`src/rtl/green_stream_pkg.sv`:
```
// Shared geometry, FSM state type, pixel record and green classifier for the pixel streamer.
package green_stream_pkg;

    localparam int unsigned DEF_H_ACTIVE = 640;
    localparam int unsigned DEF_H_TOTAL  = 800;
    localparam int unsigned DEF_V_ACTIVE = 480;
    localparam int unsigned DEF_V_TOTAL  = 525;
    localparam int unsigned DEF_G_MIN    = 128;
    localparam int unsigned DEF_G_MARGIN = 40;
    localparam int unsigned COORD_W      = 10;

    typedef enum logic [1:0] {StIdle, StRun, StDrain} state_e;

    typedef struct packed {
        logic [COORD_W-1:0] x;
        logic [COORD_W-1:0] y;
        logic [7:0]         r;
        logic [7:0]         g;
        logic [7:0]         b;
        logic               active;
    } pixel_t;

    // Sums are widened to 9 bits so a margin pushing past 255 fails instead of wrapping.
    function automatic logic is_green(input logic [7:0] r, input logic [7:0] g,
                                      input logic [7:0] b, input logic [7:0] g_min,
                                      input logic [7:0] g_margin);
        logic [8:0] r_sum;
        logic [8:0] b_sum;
        r_sum = {1'b0, r} + {1'b0, g_margin};
        b_sum = {1'b0, b} + {1'b0, g_margin};
        return (g >= g_min) && ({1'b0, g} >= r_sum) && ({1'b0, g} >= b_sum);
    endfunction

endpackage

```
`src/rtl/green_pixel_streamer_if.sv`:
```
// Frame buffer read port plus the aligned pixel stream toward the colour tracker.
interface green_pixel_streamer_if;
    import green_stream_pkg::*;

    logic               rd_en;
    logic [COORD_W-1:0] rd_x;
    logic [COORD_W-1:0] rd_y;
    logic [23:0]        rgb_in;
    logic [COORD_W-1:0] x;
    logic [COORD_W-1:0] y;
    logic [7:0]         R;
    logic [7:0]         G;
    logic [7:0]         B;
    logic               verde;
    logic               active;
    logic               frame_start;
    logic               frame_done;

    modport master (
        output rd_en, rd_x, rd_y, x, y, R, G, B, verde, active, frame_start, frame_done,
        input  rgb_in
    );

    modport slave (
        input  rd_en, rd_x, rd_y, x, y, R, G, B, verde, active, frame_start, frame_done,
        output rgb_in
    );

endinterface

```
`src/rtl/raster_counter.sv`:
```
// Horizontal/vertical raster position with wrap and end-of-frame flag.
module raster_counter
    import green_stream_pkg::*;
#(
    parameter int unsigned H_TOTAL = DEF_H_TOTAL,
    parameter int unsigned V_TOTAL = DEF_V_TOTAL
) (
    input  logic               clk,
    input  logic               reset,
    input  logic               enable,
    input  logic               clear,
    input  logic               advance,
    output logic [COORD_W-1:0] h,
    output logic [COORD_W-1:0] v,
    output logic               eof
);

    localparam logic [COORD_W-1:0] H_LAST = COORD_W'(H_TOTAL - 1);
    localparam logic [COORD_W-1:0] V_LAST = COORD_W'(V_TOTAL - 1);

    logic h_last;
    logic v_last;

    assign h_last = (h == H_LAST);
    assign v_last = (v == V_LAST);
    assign eof    = h_last && v_last;

    always_ff @(posedge clk) begin
        if (reset) begin
            h <= '0;
            v <= '0;
        end else if (enable) begin
            if (clear) begin
                h <= '0;
                v <= '0;
            end else if (advance) begin
                h <= h_last ? '0 : h + COORD_W'(1);
                if (h_last) v <= v_last ? '0 : v + COORD_W'(1);
            end
        end
    end

endmodule

```
`src/rtl/green_pixel_streamer.sv`:
```
// Raster walker with a request stage and a classify stage feeding the colour tracker.
module green_pixel_streamer
    import green_stream_pkg::*;
#(
    parameter int unsigned H_ACTIVE = DEF_H_ACTIVE,
    parameter int unsigned H_TOTAL  = DEF_H_TOTAL,
    parameter int unsigned V_ACTIVE = DEF_V_ACTIVE,
    parameter int unsigned V_TOTAL  = DEF_V_TOTAL,
    parameter int unsigned G_MIN    = DEF_G_MIN,
    parameter int unsigned G_MARGIN = DEF_G_MARGIN
) (
    input  logic                   clk,
    input  logic                   reset,
    input  logic                   enable,
    input  logic                   run,
    output logic                   busy,
    green_pixel_streamer_if.master px
);

    localparam logic [COORD_W-1:0] H_ACT     = COORD_W'(H_ACTIVE);
    localparam logic [COORD_W-1:0] V_ACT     = COORD_W'(V_ACTIVE);
    localparam logic [COORD_W-1:0] H_ACT_END = COORD_W'(H_ACTIVE - 1);
    localparam logic [COORD_W-1:0] V_ACT_END = COORD_W'(V_ACTIVE - 1);
    localparam logic [7:0]         GMIN      = 8'(G_MIN);
    localparam logic [7:0]         GMARGIN   = 8'(G_MARGIN);

    state_e             state;
    logic [COORD_W-1:0] h;
    logic [COORD_W-1:0] v;
    logic               eof;
    logic               req_act;

    logic               rd_en_q;
    logic [COORD_W-1:0] rd_x_q;
    logic [COORD_W-1:0] rd_y_q;
    pixel_t             out_q;
    logic               verde_q;
    logic               fs_q;
    logic               fd_q;

    raster_counter #(
        .H_TOTAL(H_TOTAL),
        .V_TOTAL(V_TOTAL)
    ) u_raster (
        .clk    (clk),
        .reset  (reset),
        .enable (enable),
        .clear  (state == StIdle),
        .advance(state != StIdle),
        .h      (h),
        .v      (v),
        .eof    (eof)
    );

    // Stopping only ever happens on the end-of-frame slot, so a frame is never cut short.
    always_ff @(posedge clk) begin
        if (reset) begin
            state <= StIdle;
            busy  <= 1'b0;
        end else if (enable) begin
            unique case (state)
                StIdle: begin
                    if (run) begin
                        state <= StRun;
                        busy  <= 1'b1;
                    end
                end
                StRun: begin
                    if (!run) begin
                        if (eof) begin
                            state <= StIdle;
                            busy  <= 1'b0;
                        end else begin
                            state <= StDrain;
                        end
                    end
                end
                StDrain: begin
                    if (run) begin
                        state <= StRun;
                    end else if (eof) begin
                        state <= StIdle;
                        busy  <= 1'b0;
                    end
                end
                default: begin
                    state <= StIdle;
                    busy  <= 1'b0;
                end
            endcase
        end
    end

    assign req_act = (h < H_ACT) && (v < V_ACT) && (state != StIdle);

    // Request stage: the read address doubles as the delayed coordinate/active pair.
    always_ff @(posedge clk) begin
        if (reset) begin
            rd_en_q <= 1'b0;
            rd_x_q  <= '0;
            rd_y_q  <= '0;
        end else if (enable) begin
            rd_en_q <= req_act;
            rd_x_q  <= h;
            rd_y_q  <= v;
        end
    end

    always_ff @(posedge clk) begin
        if (reset) begin
            out_q   <= '0;
            verde_q <= 1'b0;
            fs_q    <= 1'b0;
            fd_q    <= 1'b0;
        end else if (enable) begin
            out_q.x      <= rd_x_q;
            out_q.y      <= rd_y_q;
            out_q.active <= rd_en_q;
            {out_q.r, out_q.g, out_q.b} <= rd_en_q ? px.rgb_in : 24'h0;
            verde_q <= rd_en_q && is_green(px.rgb_in[23:16], px.rgb_in[15:8], px.rgb_in[7:0],
                                           GMIN, GMARGIN);
            fs_q    <= rd_en_q && (rd_x_q == '0) && (rd_y_q == '0);
            fd_q    <= rd_en_q && (rd_x_q == H_ACT_END) && (rd_y_q == V_ACT_END);
        end
    end

    assign px.rd_en       = rd_en_q;
    assign px.rd_x        = rd_x_q;
    assign px.rd_y        = rd_y_q;
    assign px.x           = out_q.x;
    assign px.y           = out_q.y;
    assign px.R           = out_q.r;
    assign px.G           = out_q.g;
    assign px.B           = out_q.b;
    assign px.verde       = verde_q;
    assign px.active      = out_q.active;
    assign px.frame_start = fs_q;
    assign px.frame_done  = fd_q;

endmodule
```
`src/flat_wrapper.sv`:
```
// flat-port wrapper written by rule: the top's interface ports become plain ports
module green_pixel_streamer_flat import green_stream_pkg::*;
#(
    parameter int unsigned H_ACTIVE = DEF_H_ACTIVE,
    parameter int unsigned H_TOTAL  = DEF_H_TOTAL,
    parameter int unsigned V_ACTIVE = DEF_V_ACTIVE,
    parameter int unsigned V_TOTAL  = DEF_V_TOTAL,
    parameter int unsigned G_MIN    = DEF_G_MIN,
    parameter int unsigned G_MARGIN = DEF_G_MARGIN
)
  (clk, reset, enable, run, busy, px_rd_en, px_rd_x, px_rd_y, px_x, px_y, px_R, px_G, px_B, px_verde, px_active, px_frame_start, px_frame_done, px_rgb_in);
  green_pixel_streamer_if px_i ();
  input  logic clk;
  input  logic reset;
  input  logic enable;
  input  logic run;
  output logic busy;
  output wire logic [$bits(px_i.rd_en)-1:0] px_rd_en;
  output wire logic [$bits(px_i.rd_x)-1:0] px_rd_x;
  output wire logic [$bits(px_i.rd_y)-1:0] px_rd_y;
  output wire logic [$bits(px_i.x)-1:0] px_x;
  output wire logic [$bits(px_i.y)-1:0] px_y;
  output wire logic [$bits(px_i.R)-1:0] px_R;
  output wire logic [$bits(px_i.G)-1:0] px_G;
  output wire logic [$bits(px_i.B)-1:0] px_B;
  output wire logic [$bits(px_i.verde)-1:0] px_verde;
  output wire logic [$bits(px_i.active)-1:0] px_active;
  output wire logic [$bits(px_i.frame_start)-1:0] px_frame_start;
  output wire logic [$bits(px_i.frame_done)-1:0] px_frame_done;
  input wire logic [$bits(px_i.rgb_in)-1:0] px_rgb_in;
  assign px_rd_en = px_i.rd_en;
  assign px_rd_x = px_i.rd_x;
  assign px_rd_y = px_i.rd_y;
  assign px_x = px_i.x;
  assign px_y = px_i.y;
  assign px_R = px_i.R;
  assign px_G = px_i.G;
  assign px_B = px_i.B;
  assign px_verde = px_i.verde;
  assign px_active = px_i.active;
  assign px_frame_start = px_i.frame_start;
  assign px_frame_done = px_i.frame_done;
  assign px_i.rgb_in = px_rgb_in;
  green_pixel_streamer #(.H_ACTIVE(H_ACTIVE), .H_TOTAL(H_TOTAL), .V_ACTIVE(V_ACTIVE), .V_TOTAL(V_TOTAL), .G_MIN(G_MIN), .G_MARGIN(G_MARGIN)) u_core (.clk(clk), .reset(reset), .enable(enable), .run(run), .busy(busy), .px(px_i));
endmodule
```
`config.mk`:
```
export PLATFORM = sky130hd
export DESIGN_NAME = green_pixel_streamer_flat
export DESIGN_NICKNAME = d
export VERILOG_FILES = /design/src/rtl/green_stream_pkg.sv /design/src/rtl/green_pixel_streamer_if.sv /design/src/rtl/raster_counter.sv /design/src/rtl/green_pixel_streamer.sv /design/src/flat_wrapper.sv
export SDC_FILE = /design/constraint.sdc
export NUM_CORES = 1
export LEC_CHECK = 0
export ABC_AREA = 0
export CORE_ASPECT_RATIO = 0.8
export CORE_MARGIN = 2
export CORE_UTILIZATION = 50
export CTS_CLUSTER_SIZE = 25
export DETAILED_ROUTE_END_ITERATION = 6
export PLACE_DENSITY = 0.91
export SETUP_SLACK_MARGIN = 0.05
export SLEW_MARGIN = 20
export SYNTH_ARGS = -nofsm -noshare
export SYNTH_HDL_FRONTEND = slang
export SYNTH_SLANG_ARGS = --single-unit
```
`constraint.sdc`:
```
create_clock -name clk -period 2.4 [get_ports clk]
set_clock_uncertainty 0.15 [all_clocks]
set_input_delay 0.6 -clock clk [delete_from_list [all_inputs] [get_ports clk]]
set_output_delay 0.6 -clock clk [all_outputs]
set_load 0.02 [all_outputs]
```
==> flow_summary.json <==
{
  "timing.final.crit_share_pct": 95.15,
  "post-route-util_pct": 70.39,
  "proportion_of_power_drawn_by_flip_flops_and_latches_pct": 49.2,
  "detailed_place_hpwl_mm": 8.349,
  "period_needed_ns": 2.284,
  "met1_track_usage_gr_pct": 33.35,
  "max-slew-margin-rel_pct": 52.77,
  "grt_setup_unrepaired": "false",
  "groute.usage.overall_pct": 26.09,
  "timing.critical_path.cells": "clkdlybuf4s50_1 -> inv_1 -> ha_1 -> nand2_1 -> o21ai_0 -> a31oi_1 -> a211o_1 -> a221oi_2",
  "hold_path.class": "flip-flop to flip-flop",
  "worst-endpoint-arrival_ns": 2.42,
  "drt-vias-per-instance": 5.747,
  "worst_hold_path_startpoint": "u_core.px.G[7]",
  "area_growth_pct": 35.47,
  "clk_transition_reported_paths_ns": 0.09,
  "ff2ff_setup_slack_ns": 0.27,
  "number_of_global_route_vias_before_repair": 3680,
  "cts_buffers": 9,
  "cp_slowest_stage_delay_ns": 0.51,
  "worst_r2r_startpoint": "u_core.state[0]",
  "crit_path_end_kind": "flip-flop",
  "fmax_ghz": 0.4379,
  "die_y_um": 85.65,
  "share_of_total_power_consumed_by_net_switching_pct": 24.93,
  "r2r-end": "u_core.u_raster.h[6]",
  "cp_max_fo": 2,
  "dp_cells": 651,
  "fill_cells": 560,
  "synth_enable_flop_cells": 0,
  "hold_fix_buffer_count_after_cts": 0,
  "die_w_um": 106.1,
  "maximum_buffer_depth_of_the_clock_tree": 2,
  "p_per_area_nw_per_um2": 560.6,
  "synthCells": 449,
  "wl_per_cell_um": 17.87,
  "core_um2": 8019,
  "syn-num-nets": 502,
  "total_wirelength_of_the_detailed_routed_design_mm": 11.94,
  "report.final.slew_viol_count": 0,
  "path_delay_family": "compound AO/OA/AOI/OAI gates",
  "tritoncts": "done",
  "reg2reg_depth": 7,
  "final-instance-count-excl-fill": 668,
  "initial_core_util_pct": 51.96,
  "place_congestion": 0.9866,
  "portBuffers": 97,
  "mostFrequentLayoutCells": "92 x sky130_fd_sc_hd__nor2_1, 92 x sky130_fd_sc_hd__dfxtp_1, 88 x sky130_fd_sc_hd__clkdlybuf4s50_1, 40 x sky130_fd_sc_hd__mux2i_1, 24 x sky130_fd_sc_hd__a22oi_1",
  "worst_path_max_delay_cell": "sky130_fd_sc_hd__clkdlybuf4s50_1",
  "gr-total-overflow": 0,
  "route.antenna.remaining_nets": 0,
  "global_route_layer_with_the_greatest_usage": "met2",
  "synth_async_sr_flop_share_pct": 0,
  "timing.critical_path.required_ns": 2.54,
  "outcome": "finished clean",
  "die-area_um2": 9084,
  "antennaDiodeCount": 0,
  "drc_errors": 0,
  "crit_path_start": "px_rgb_in[18]",
  "groute.layer.met2.usage_pct": 43.34,
  "worst_pin_slew_ns": 0.7085,
  "detailedRoute.firstPassIterationCount": 5,
  "cts_root_buf": "sky130_fd_sc_hd__clkbuf_8",
  "grt_pass1_wl_mm": 18.65,
  "avgSynthCellArea_um2": 9.280,
  "synth.ff_latch_count": 92,
  "leakage_nw": 2.255,
  "postSynth.topFlopCell": "sky130_fd_sc_hd__dfxtp_1",
  "nNetsFinal": 608,
  "timing.critical_path.from_type": "primary input",
  "power_frac_comb_pct": 13.1,
  "p_sw_mw": 0.7889,
  "clock_sinks": 92,
  "detailedRoute.firstIterationViolations": 268,
  "syn_area_um2": 4166,
  "vdd_ir_drop_max_mv": 0.3256,
  "pin_count_of_the_biggest_net_entering_global_routing": 46,
  "antenna_found_initial": 0,
  "floorplan.rows": 29,
  "synth.distinct_cells": 48,
  "hold_viol": 0,
  "power_report.internal_total_mw": 2.375,
  "synthesis.yosys.warnings": 0,
  "critical_path.endpoint": "u_core.px.verde",
  "h-tree-depth": 3,
  "drv.max_cap_violation_count": 0,
  "ios": 98,
  "layout-drive-gt1-share_pct": 10.71,
  "share_of_total_power_in_the_clock_network_pct": 37.7,
  "synth-seq-area-share_pct": 44.20,
  "final-setup-viol-count": 0,
  "critPathKind": "primary input to flip-flop",
  "routed-via-count": 3839,
  "clk_latency_ns": 0.37,
  "grt.met3_usage_pct": 6.003,
  "timing.critical_path.depth": 8,
  "critical_path.n_buffers_inverters": 2
}
==> repair_timing <==
| item | CTS | global route |
|---|---|---|
| setup endpoints to repair | 1 | 1 |
| pin swaps | 6 | 5 |
| resized for setup | 10 | 12 |
| setup buffers | 1 | 0 |
==> tightest hold or removal path, stage by stage (launching register included) <==
cell                      delay (ns)
sky130_fd_sc_hd__dfxtp_1        0.33
sky130_fd_sc_hd__nand2_1        0.07
sky130_fd_sc_hd__a21oi_1        0.06
==> metal layers <==
metal  up-vias  share of wire (%)
met4         0                3.6
met5         -                  0
li1       1792                  -
met3        42                5.7
met2       159                 47
met1      1846                 44
==> per-stage QoR <==
step	TNS, ns	instance area, µm²	hold WS [ns]	power (mW)	setup slack [ns]
detailed placement	-0.5279	5343	0.3285	1.978	-0.5159
floorplan	0	4167	0.3330	1.812	0.1428
global placement	-0.4259	5343	0.3043	1.956	-0.4259
finish	0	5644	0.3426	3.164	0.1163
global route	0	5644	0.3724	3.272	0.05781
CTS	0	5610	0.3490	3.160	0.06123
==> synthesized netlist by cell type, types with 2 or more instances <==
master	count	area (µm²)
sky130_fd_sc_hd__clkbuf_1	12	45.04
sky130_fd_sc_hd__xnor2_1	12	105.1
sky130_fd_sc_hd__and3_1	5	31.28
sky130_fd_sc_hd__dfxtp_1	92	1842
sky130_fd_sc_hd__nor4_1	6	37.54
sky130_fd_sc_hd__o21ai_0	9	45.04
sky130_fd_sc_hd__a211oi_1	2	15.01
sky130_fd_sc_hd__inv_1	15	56.30
sky130_fd_sc_hd__a221oi_1	2	17.52
sky130_fd_sc_hd__a31oi_1	4	25.02
sky130_fd_sc_hd__nand2b_1	2	12.51
sky130_fd_sc_hd__ha_1	25	312.8
sky130_fd_sc_hd__nand3_1	7	35.03
sky130_fd_sc_hd__xor2_1	8	70.07
sky130_fd_sc_hd__nand4_1	12	75.07
sky130_fd_sc_hd__buf_1	5	18.77
sky130_fd_sc_hd__a32oi_1	2	17.52
sky130_fd_sc_hd__mux2i_1	40	400.4
sky130_fd_sc_hd__a22oi_1	24	180.2
sky130_fd_sc_hd__nor2_1	92	345.3
sky130_fd_sc_hd__and2_1	3	18.77
sky130_fd_sc_hd__nand3b_1	2	15.01
sky130_fd_sc_hd__buf_2	7	35.03
sky130_fd_sc_hd__a211o_1	2	17.52
sky130_fd_sc_hd__a21oi_1	12	60.06
sky130_fd_sc_hd__nand2_1	16	60.06
sky130_fd_sc_hd__a21o_1	4	30.03
sky130_fd_sc_hd__nor3_1	7	35.03
==> layout make-up <==
type | count | area (µm²) | area share, %
multi-input combinational | 317 | 2218 | 39.30
sequential | 92 | 1842 | 32.63
timing repair buffer | 120 | 1157 | 20.51
clock buffer | 11 | 151.4 | 2.682
tap | 108 | 135.1 | 2.394
clock inverter | 5 | 83.83 | 1.485
inverter | 15 | 56.30 | 0.9976
==> worst min path at each step <==
stage / end / slack, ns / cells past startpoint
6_report: u_core.px.G[7] / 0.34 / 2
3_5_place_dp: u_core.px.frame_start / 0.33 / 2
4_1_cts: u_core.px.G[7] / 0.35 / 2
5_1_grt: u_core.px.G[7] / 0.37 / 2
2_1_floorplan: u_core.u_raster.h[1] / 0.33 / 2
3_3_place_gp: u_core.px.G[7] / 0.30 / 2
==> kinds of logic (layout without fill, tap and decap cells) <==
family                     count (synthesis)  after routing  synth area share, %
xor gates and xnor gates                  20             20                4.204
buffers and inverters                     40            151                3.994
DFF                                       92             92                44.20
and+or+nand+nor                          164            164                18.77
adders and majority gates                 25             25                7.508
AOI/OAI and AO/OA                         67             67                11.35
muxes                                     41             41                9.970
==> power by group through the flow <==
stage / combinational (mW) / sequential [mW] / clock [mW]
after floorplan: 0.210 / 1.60 / 0
after global placement: 0.364 / 1.59 / 0
after detailed placement: 0.385 / 1.59 / 0
after CTS: 0.397 / 1.56 / 1.21
after global routing: 0.445 / 1.56 / 1.27
final: 0.414 / 1.56 / 1.19
==> flip-flops by register name (all words and copies together) (netlist names) <==
| signal | cells |
|---|---|
| u_core.px.rd_x | 10 |
| u_core.px.rd_y | 10 |
| u_core.px.x | 10 |
| u_core.px.y | 10 |
| u_core.u_raster.h | 10 |
| u_core.u_raster.v | 10 |
| u_core.px.B | 8 |
| u_core.px.G | 8 |
| u_core.px.R | 8 |
| u_core.state | 2 |
| u_core.busy | 1 |
| u_core.px.active | 1 |
| u_core.px.frame_done | 1 |
| u_core.px.frame_start | 1 |
| u_core.px.rd_en | 1 |
| u_core.px.verde | 1 |
No activity file was read; power rests on OpenSTA's default activity.
